File: config.mk
export PLATFORM = sky130hd
export DESIGN_NAME = uart_rx_frame_ctrl
export DESIGN_NICKNAME = d
export VERILOG_FILES = /design/src/rtl/uart_rx_frame_ctrl.sv
export SDC_FILE = /design/constraint.sdc
export NUM_CORES = 1
export LEC_CHECK = 0
export ABC_AREA = 1
export CAP_MARGIN = 20
export CORE_ASPECT_RATIO = 0.9
export CORE_MARGIN = 5
export CORE_UTILIZATION = 60
export CTS_CLUSTER_DIAMETER = 150
export DETAILED_ROUTE_END_ITERATION = 10
export GPL_TIMING_DRIVEN = 0
export HOLD_SLACK_MARGIN = 0.03
export PLACE_DENSITY = 0.79
export SLEW_MARGIN = 20
export SYNTH_ARGS = -nofsm -noshare
export SYNTH_HDL_FRONTEND = slang
export SYNTH_SLANG_ARGS = --single-unit
File: constraint.sdc
create_clock -name in_clk -period 6.15 [get_ports in_clk]
set_input_delay 1.23 -clock in_clk [delete_from_list [all_inputs] [get_ports in_clk]]
set_output_delay 1.23 -clock in_clk [all_outputs]
set_load 0.05 [all_outputs]
File: src/rtl/uart_rx_frame_ctrl.sv
// uart_rx_frame_ctrl
// Sits behind a UART receiver. It hunts for a sync byte and parses
// length-prefixed frames (SYNC, LEN, payload, CSUM). CSUM is the XOR of LEN
// and all payload bytes. Good frames are buffered and streamed out over
// valid/ready. Length, checksum, timeout and overrun errors are reported
// as registered one-cycle pulses.
module uart_rx_frame_ctrl #(
    parameter int MAX_LEN      = 16,
    parameter logic [7:0] SYNC_BYTE = 8'hA5,
    parameter int TIMEOUT_CLKS = 4340
) (
    input  logic       in_clk,
    input  logic       in_rst,
    input  logic       in_rx_dv,
    input  logic [7:0] in_rx_byte,
    output logic [7:0] out_data,
    output logic       out_valid,
    input  logic       in_ready,
    output logic       out_last,
    output logic [7:0] out_len,
    output logic       out_busy,
    output logic       out_err_len,
    output logic       out_err_csum,
    output logic       out_err_timeout,
    output logic       out_err_overrun
);

    localparam int IDX_W     = (MAX_LEN > 1) ? $clog2(MAX_LEN) : 1;
    localparam int BUF_DEPTH = 1 << IDX_W;

    typedef enum logic [2:0] {
        ST_HUNT    = 3'd0,
        ST_LEN     = 3'd1,
        ST_PAYLOAD = 3'd2,
        ST_CSUM    = 3'd3,
        ST_DRAIN   = 3'd4
    } state_t;

    state_t      state_r, state_next_s;
    logic [7:0]  len_r, len_next_s;
    logic [7:0]  csum_r, csum_next_s;
    logic [7:0]  wr_idx_r, wr_idx_next_s;
    logic [7:0]  rd_idx_r, rd_idx_next_s;
    logic [15:0] gap_r, gap_next_s;
    logic        buf_we_s;
    logic        err_len_s, err_csum_s, err_timeout_s, err_overrun_s;
    logic        drain_next_s;

    logic [7:0]  buf_r [BUF_DEPTH];

    logic [7:0]  out_data_r, out_len_r;
    logic        out_valid_r, out_last_r, out_busy_r;
    logic        err_len_r, err_csum_r, err_timeout_r, err_overrun_r;

    // Next-state, index, checksum and gap-counter logic for the frame parser.
    always_comb begin
        state_next_s  = state_r;
        len_next_s    = len_r;
        csum_next_s   = csum_r;
        wr_idx_next_s = wr_idx_r;
        rd_idx_next_s = rd_idx_r;
        gap_next_s    = gap_r;
        buf_we_s      = 1'b0;
        err_len_s     = 1'b0;
        err_csum_s    = 1'b0;
        err_timeout_s = 1'b0;
        err_overrun_s = 1'b0;
        case (state_r)
            ST_HUNT: begin
                gap_next_s = 16'd0;
                if (in_rx_dv && (in_rx_byte == SYNC_BYTE)) begin
                    state_next_s = ST_LEN;
                end else begin
                    state_next_s = ST_HUNT;
                end
            end
            ST_LEN, ST_PAYLOAD, ST_CSUM: begin
                if (in_rx_dv) begin
                    gap_next_s = 16'd0;
                    if (state_r == ST_LEN) begin
                        if ((in_rx_byte == 8'd0) || (in_rx_byte > 8'(MAX_LEN))) begin
                            err_len_s    = 1'b1;
                            state_next_s = ST_HUNT;
                        end else begin
                            len_next_s    = in_rx_byte;
                            csum_next_s   = in_rx_byte;
                            wr_idx_next_s = 8'd0;
                            state_next_s  = ST_PAYLOAD;
                        end
                    end else if (state_r == ST_PAYLOAD) begin
                        buf_we_s    = 1'b1;
                        csum_next_s = csum_r ^ in_rx_byte;
                        if (wr_idx_r == (len_r - 8'd1)) begin
                            state_next_s = ST_CSUM;
                        end else begin
                            wr_idx_next_s = wr_idx_r + 8'd1;
                        end
                    end else begin
                        if (in_rx_byte == csum_r) begin
                            rd_idx_next_s = 8'd0;
                            state_next_s  = ST_DRAIN;
                        end else begin
                            err_csum_s   = 1'b1;
                            state_next_s = ST_HUNT;
                        end
                    end
                end else if (gap_r == 16'(TIMEOUT_CLKS - 1)) begin
                    err_timeout_s = 1'b1;
                    gap_next_s    = 16'd0;
                    state_next_s  = ST_HUNT;
                end else begin
                    gap_next_s = gap_r + 16'd1;
                end
            end
            ST_DRAIN: begin
                gap_next_s = 16'd0;
                // A byte arriving while draining cannot be stored; it is dropped.
                if (in_rx_dv) begin
                    err_overrun_s = 1'b1;
                end else begin
                    err_overrun_s = 1'b0;
                end
                if (out_valid_r && in_ready) begin
                    if (out_last_r) begin
                        state_next_s = ST_HUNT;
                    end else begin
                        rd_idx_next_s = rd_idx_r + 8'd1;
                    end
                end else begin
                    rd_idx_next_s = rd_idx_r;
                end
            end
            default: begin
                state_next_s = ST_HUNT;
            end
        endcase
        drain_next_s = (state_next_s == ST_DRAIN);
    end

    // Parser state, counters and registered outputs; outputs are computed from
    // next-state values so they line up with the state they describe.
    always_ff @(posedge in_clk or posedge in_rst) begin
        if (in_rst) begin
            state_r       <= ST_HUNT;
            len_r         <= 8'd0;
            csum_r        <= 8'd0;
            wr_idx_r      <= 8'd0;
            rd_idx_r      <= 8'd0;
            gap_r         <= 16'd0;
            out_data_r    <= 8'd0;
            out_len_r     <= 8'd0;
            out_valid_r   <= 1'b0;
            out_last_r    <= 1'b0;
            out_busy_r    <= 1'b0;
            err_len_r     <= 1'b0;
            err_csum_r    <= 1'b0;
            err_timeout_r <= 1'b0;
            err_overrun_r <= 1'b0;
        end else begin
            state_r       <= state_next_s;
            len_r         <= len_next_s;
            csum_r        <= csum_next_s;
            wr_idx_r      <= wr_idx_next_s;
            rd_idx_r      <= rd_idx_next_s;
            gap_r         <= gap_next_s;
            out_valid_r   <= drain_next_s;
            out_data_r    <= drain_next_s ? buf_r[rd_idx_next_s[IDX_W-1:0]] : 8'd0;
            out_last_r    <= drain_next_s && (rd_idx_next_s == (len_next_s - 8'd1));
            out_len_r     <= drain_next_s ? len_next_s : 8'd0;
            out_busy_r    <= (state_next_s != ST_HUNT);
            err_len_r     <= err_len_s;
            err_csum_r    <= err_csum_s;
            err_timeout_r <= err_timeout_s;
            err_overrun_r <= err_overrun_s;
        end
    end

    // Payload storage; deliberately not reset, only written while in PAYLOAD.
    always_ff @(posedge in_clk) begin
        if (buf_we_s) begin
            buf_r[wr_idx_r[IDX_W-1:0]] <= in_rx_byte;
        end
    end

    assign out_data        = out_data_r;
    assign out_valid       = out_valid_r;
    assign out_last        = out_last_r;
    assign out_len         = out_len_r;
    assign out_busy        = out_busy_r;
    assign out_err_len     = err_len_r;
    assign out_err_csum    = err_csum_r;
    assign out_err_timeout = err_timeout_r;
    assign out_err_overrun = err_overrun_r;

endmodule
==> flow_metrics.py <==
metrics = {
    "global_route": {
        "antenna_found_initial": 0,
        "overflow": 0,
        "grt_pass1_vias": 7077,
        "grt_pass1_wl_um": 36700,
        "grt_usage": 0.250,
        "grt_start_max_net_pins": 47,
    },
    "timing": {
        "slew_viol_final": 0,
        "min_period_ns": 3.88,
        "fin_crit_sh": 0.632,
        "clock_skew_ns": 0.0168,
        "hold_viol_final": 0,
        "max_slew.worst_pin.slew_ns": 0.977,
        "setup_viol": 0,
        "setup_tns_ns": 0,
        "grt_setup_unrepaired": "no",
        "hold_slack_ns": 0.542,
        "fmax_mhz": 257,
        "max-slew-margin-rel": 0.347,
    },
    "logic_synthesis": {
        "yosysSeqAreaShare": 0.595,
        "yosysMostFrequentCell": "nand2_1",
        "synth-edff-count": 128,
        "synth.net_count": 1005,
        "synth_ff_type": "edfxtp_1",
        "ys_types": 49,
        "syn_area_mm2": 0.00957,
        "synth_top_area_cell": "edfxtp_1",
        "synth_top_area_share": 0.402,
        "ys_warn_count": 0,
        "synth.area.top_cells": "edfxtp_1 40%, dfrtp_1 19%, nand3_1 9.5%",
        "ys_async_sr_fraction": 0.366,
        "yosys_register_bits": 202,
        "syn_area_per_cell_um2": 9.71,
        "syn_inst": 985,
        "synth_common_cells": "238 x nand2_1, 182 x nand3_1, 128 x edfxtp_1",
    },
    "drt": {
        "num_vias": 7265,
        "ant_nets": 0,
        "first_iter_violations": 910,
        "dr.pass1.iters": 5,
        "viasPerCell": 5.78,
        "wl_per_cell_um": 18.1,
        "route.detailed.drc": 0,
        "wirelength_um": 22700,
    },
    "setup_path": {
        "crit_arrival_ns": 4.31,
        "r2r-start": "state_r[2]",
        "crit_buf_inv": 3,
        "max_stage_delay_ns": 1.11,
        "timing.critical_path.from": "in_rx_byte[3]",
        "crit_path_end_kind": "flip-flop",
        "critical_path.startpoint_type": "input port",
        "critPathSlowestCell": "clkdlybuf4s50_1",
        "crit_fanout": 20,
        "path_cells": "clkdlybuf4s50_1, xnor2_1, nand2_1, nor2_1, nand3_4, nand3_2, nand2_2, inv_2, buf_2, nand3_1, nand3_1, nand2_1, nor2_1",
        "worstPathRequired_ns": 6.57,
        "crit_type": "input port to flip-flop",
        "r2r_cells": 5,
        "r2r-end": "buf_r[15][2]",
        "critPathTopFamily": "buffers and inverters",
        "regToRegSetupSlack_ns": 3.61,
    },
    "layout": {
        "seqCellArea_mm2": 0.00570,
        "syn2layout_area_growth_pct": 13.3,
        "final_cells": 1258,
        "multi_input_area_mm2": 0.00332,
        "final_area_mm2": 0.0108,
        "drive_above_1_share": 0.0928,
        "fill_cells": 1133,
        "nNetsFinal": 1063,
        "antenna_cells": 0,
    },
    "floorplanning": {
        "core_area_mm2": 0.0155,
        "num_rows": 43,
        "die_w_um": 143,
        "dieHeight_um": 130,
        "design.die.area_mm2": 0.0186,
        "io_pins": 35,
        "initial_core_util": 0.615,
    },
    "cts": {
        "cts_tree": "done",
        "path_clk_slew_ns": 0.06,
        "htreeDepth": 1,
        "clk_latency_ns": 0.50,
        "cts.sinks": 202,
        "cts.path.max_buffers": 3,
        "cts_setup_buffers": 0,
        "hold_buffers": 0,
        "ctsRootBufferMaster": "clkbuf_16",
        "postCtsResizedCells": 0,
        "numCtsBuffers": 21,
    },
    "job": {
        "cap_violations": 0,
    },
    "power_and_ir_drop": {
        "vdd_drop_max_v": 0.000275,
        "leakagePower_nw": 4.49,
        "power_density_mw_per_mm2": 410,
    },
    "place": {
        "dpl_cell_area_mm2": 0.0102,
        "hpwl_um": 15200,
        "place_inst": 1222,
        "port_buffers": 34,
        "gp_congestion": 0.896,
    },
    "run_status": {
        "status": "finished clean",
    },
    "min_path": {
        "hp-start": "gap_r[0]",
        "holdPathStages": 1,
        "holdPathEnd": "gap_r[0]",
        "min_path_type": "flip-flop to flip-flop",
    },
}
## layout make-up
| class | count | share of cell area |
|---|---|---|
| sequential | 202 | 0.526 |
| tap | 202 | 0.0233 |
| inverter | 85 | 0.0301 |
| multi-input combinational | 663 | 0.306 |
| timing repair buffer | 35 | 0.0339 |
| clock inverter | 12 | 0.0102 |
| clock buffer | 24 | 0.0495 |
| buffer | 35 | 0.0210 |
## per-stage QoR
step | utilization | total power [mW] | setup slack, ns
after floorplan | - | 2.77 | 3.04
after global placement | 0.653 | 3.18 | 1.69
after detailed placement | 0.655 | 3.22 | 1.84
after CTS | 0.697 | 4.44 | 2.33
after global routing | 0.697 | 4.69 | 2.03
final | 0.697 | 4.45 | 2.27
## cells in the final DEF (no fill, tap or decap), drive strengths merged, types with 17 or more instances in the layout
cell / n
a21oi: 25
buf: 29
clkbuf: 31
clkdlybuf4s50: 34
dfrtp: 74
edfxtp: 128
inv: 84
nand2: 246
nand3: 187
nor2: 87
o21ai: 26
xnor2: 17
## cell families (layout without fill, tap and decap cells)
family	after synthesis	count (layout)	synth area share
DFF	202	202	0.595
buffers and inverters	120	191	0.0577
xor gates and xnor gates	32	32	0.0293
adders and majority gates	8	8	0.0105
AOI/OAI and AO/OA	68	68	0.0417
and+or+nand+nor	555	555	0.266
## routing by layer
layer | up-vias | part of all wire | track usage | wire length [µm]
li1 | 3446 | - | - | -
met4 | 0 | 0.018 | 0.0643 | 407
met2 | 305 | 0.46 | 0.387 | 10500
met5 | - | 0 | 0 | 0
met3 | 30 | 0.092 | 0.0557 | 2100
met1 | 3484 | 0.43 | 0.365 | 9720
## worst register-to-register path, cell delays in order, from the launching register on
cell and delay [ns]:
dfrtp_1 0.47, nor3_1 0.35, inv_1 0.07, nor2_1 0.32, nand2_1 0.26, nor2_1 0.71
## worst max-delay path by stage
stage	cells past startpoint	slack [ns]	end
2_1_floorplan	1	3.04	csum_r[0]
3_3_place_gp	2	1.69	gap_r[6]
3_5_place_dp	18	1.84	out_last
4_1_cts	18	2.33	out_last
5_1_grt	18	2.03	out_last
6_report	13	2.27	out_data[2]
## power by group
part           switching (mW)  leakage [nW]  total (mW)  internal [mW]
registers              0.0733          2.15        1.62           1.54
logic                    1.09          2.03        1.61          0.522
clock network           0.512         0.313        1.22          0.708
## flip-flops by register name, summed over array words and instances, names as in the netlist, 3 cells and up
| name | count |
|---|---|
| buf_r | 128 |
| csum_r | 8 |
| gap_r | 16 |
| len_r | 8 |
| out_data | 8 |
| out_len | 8 |
| rd_idx_r | 8 |
| state_r | 3 |
| wr_idx_r | 8 |
No activity file was read; power rests on OpenSTA's default activity.
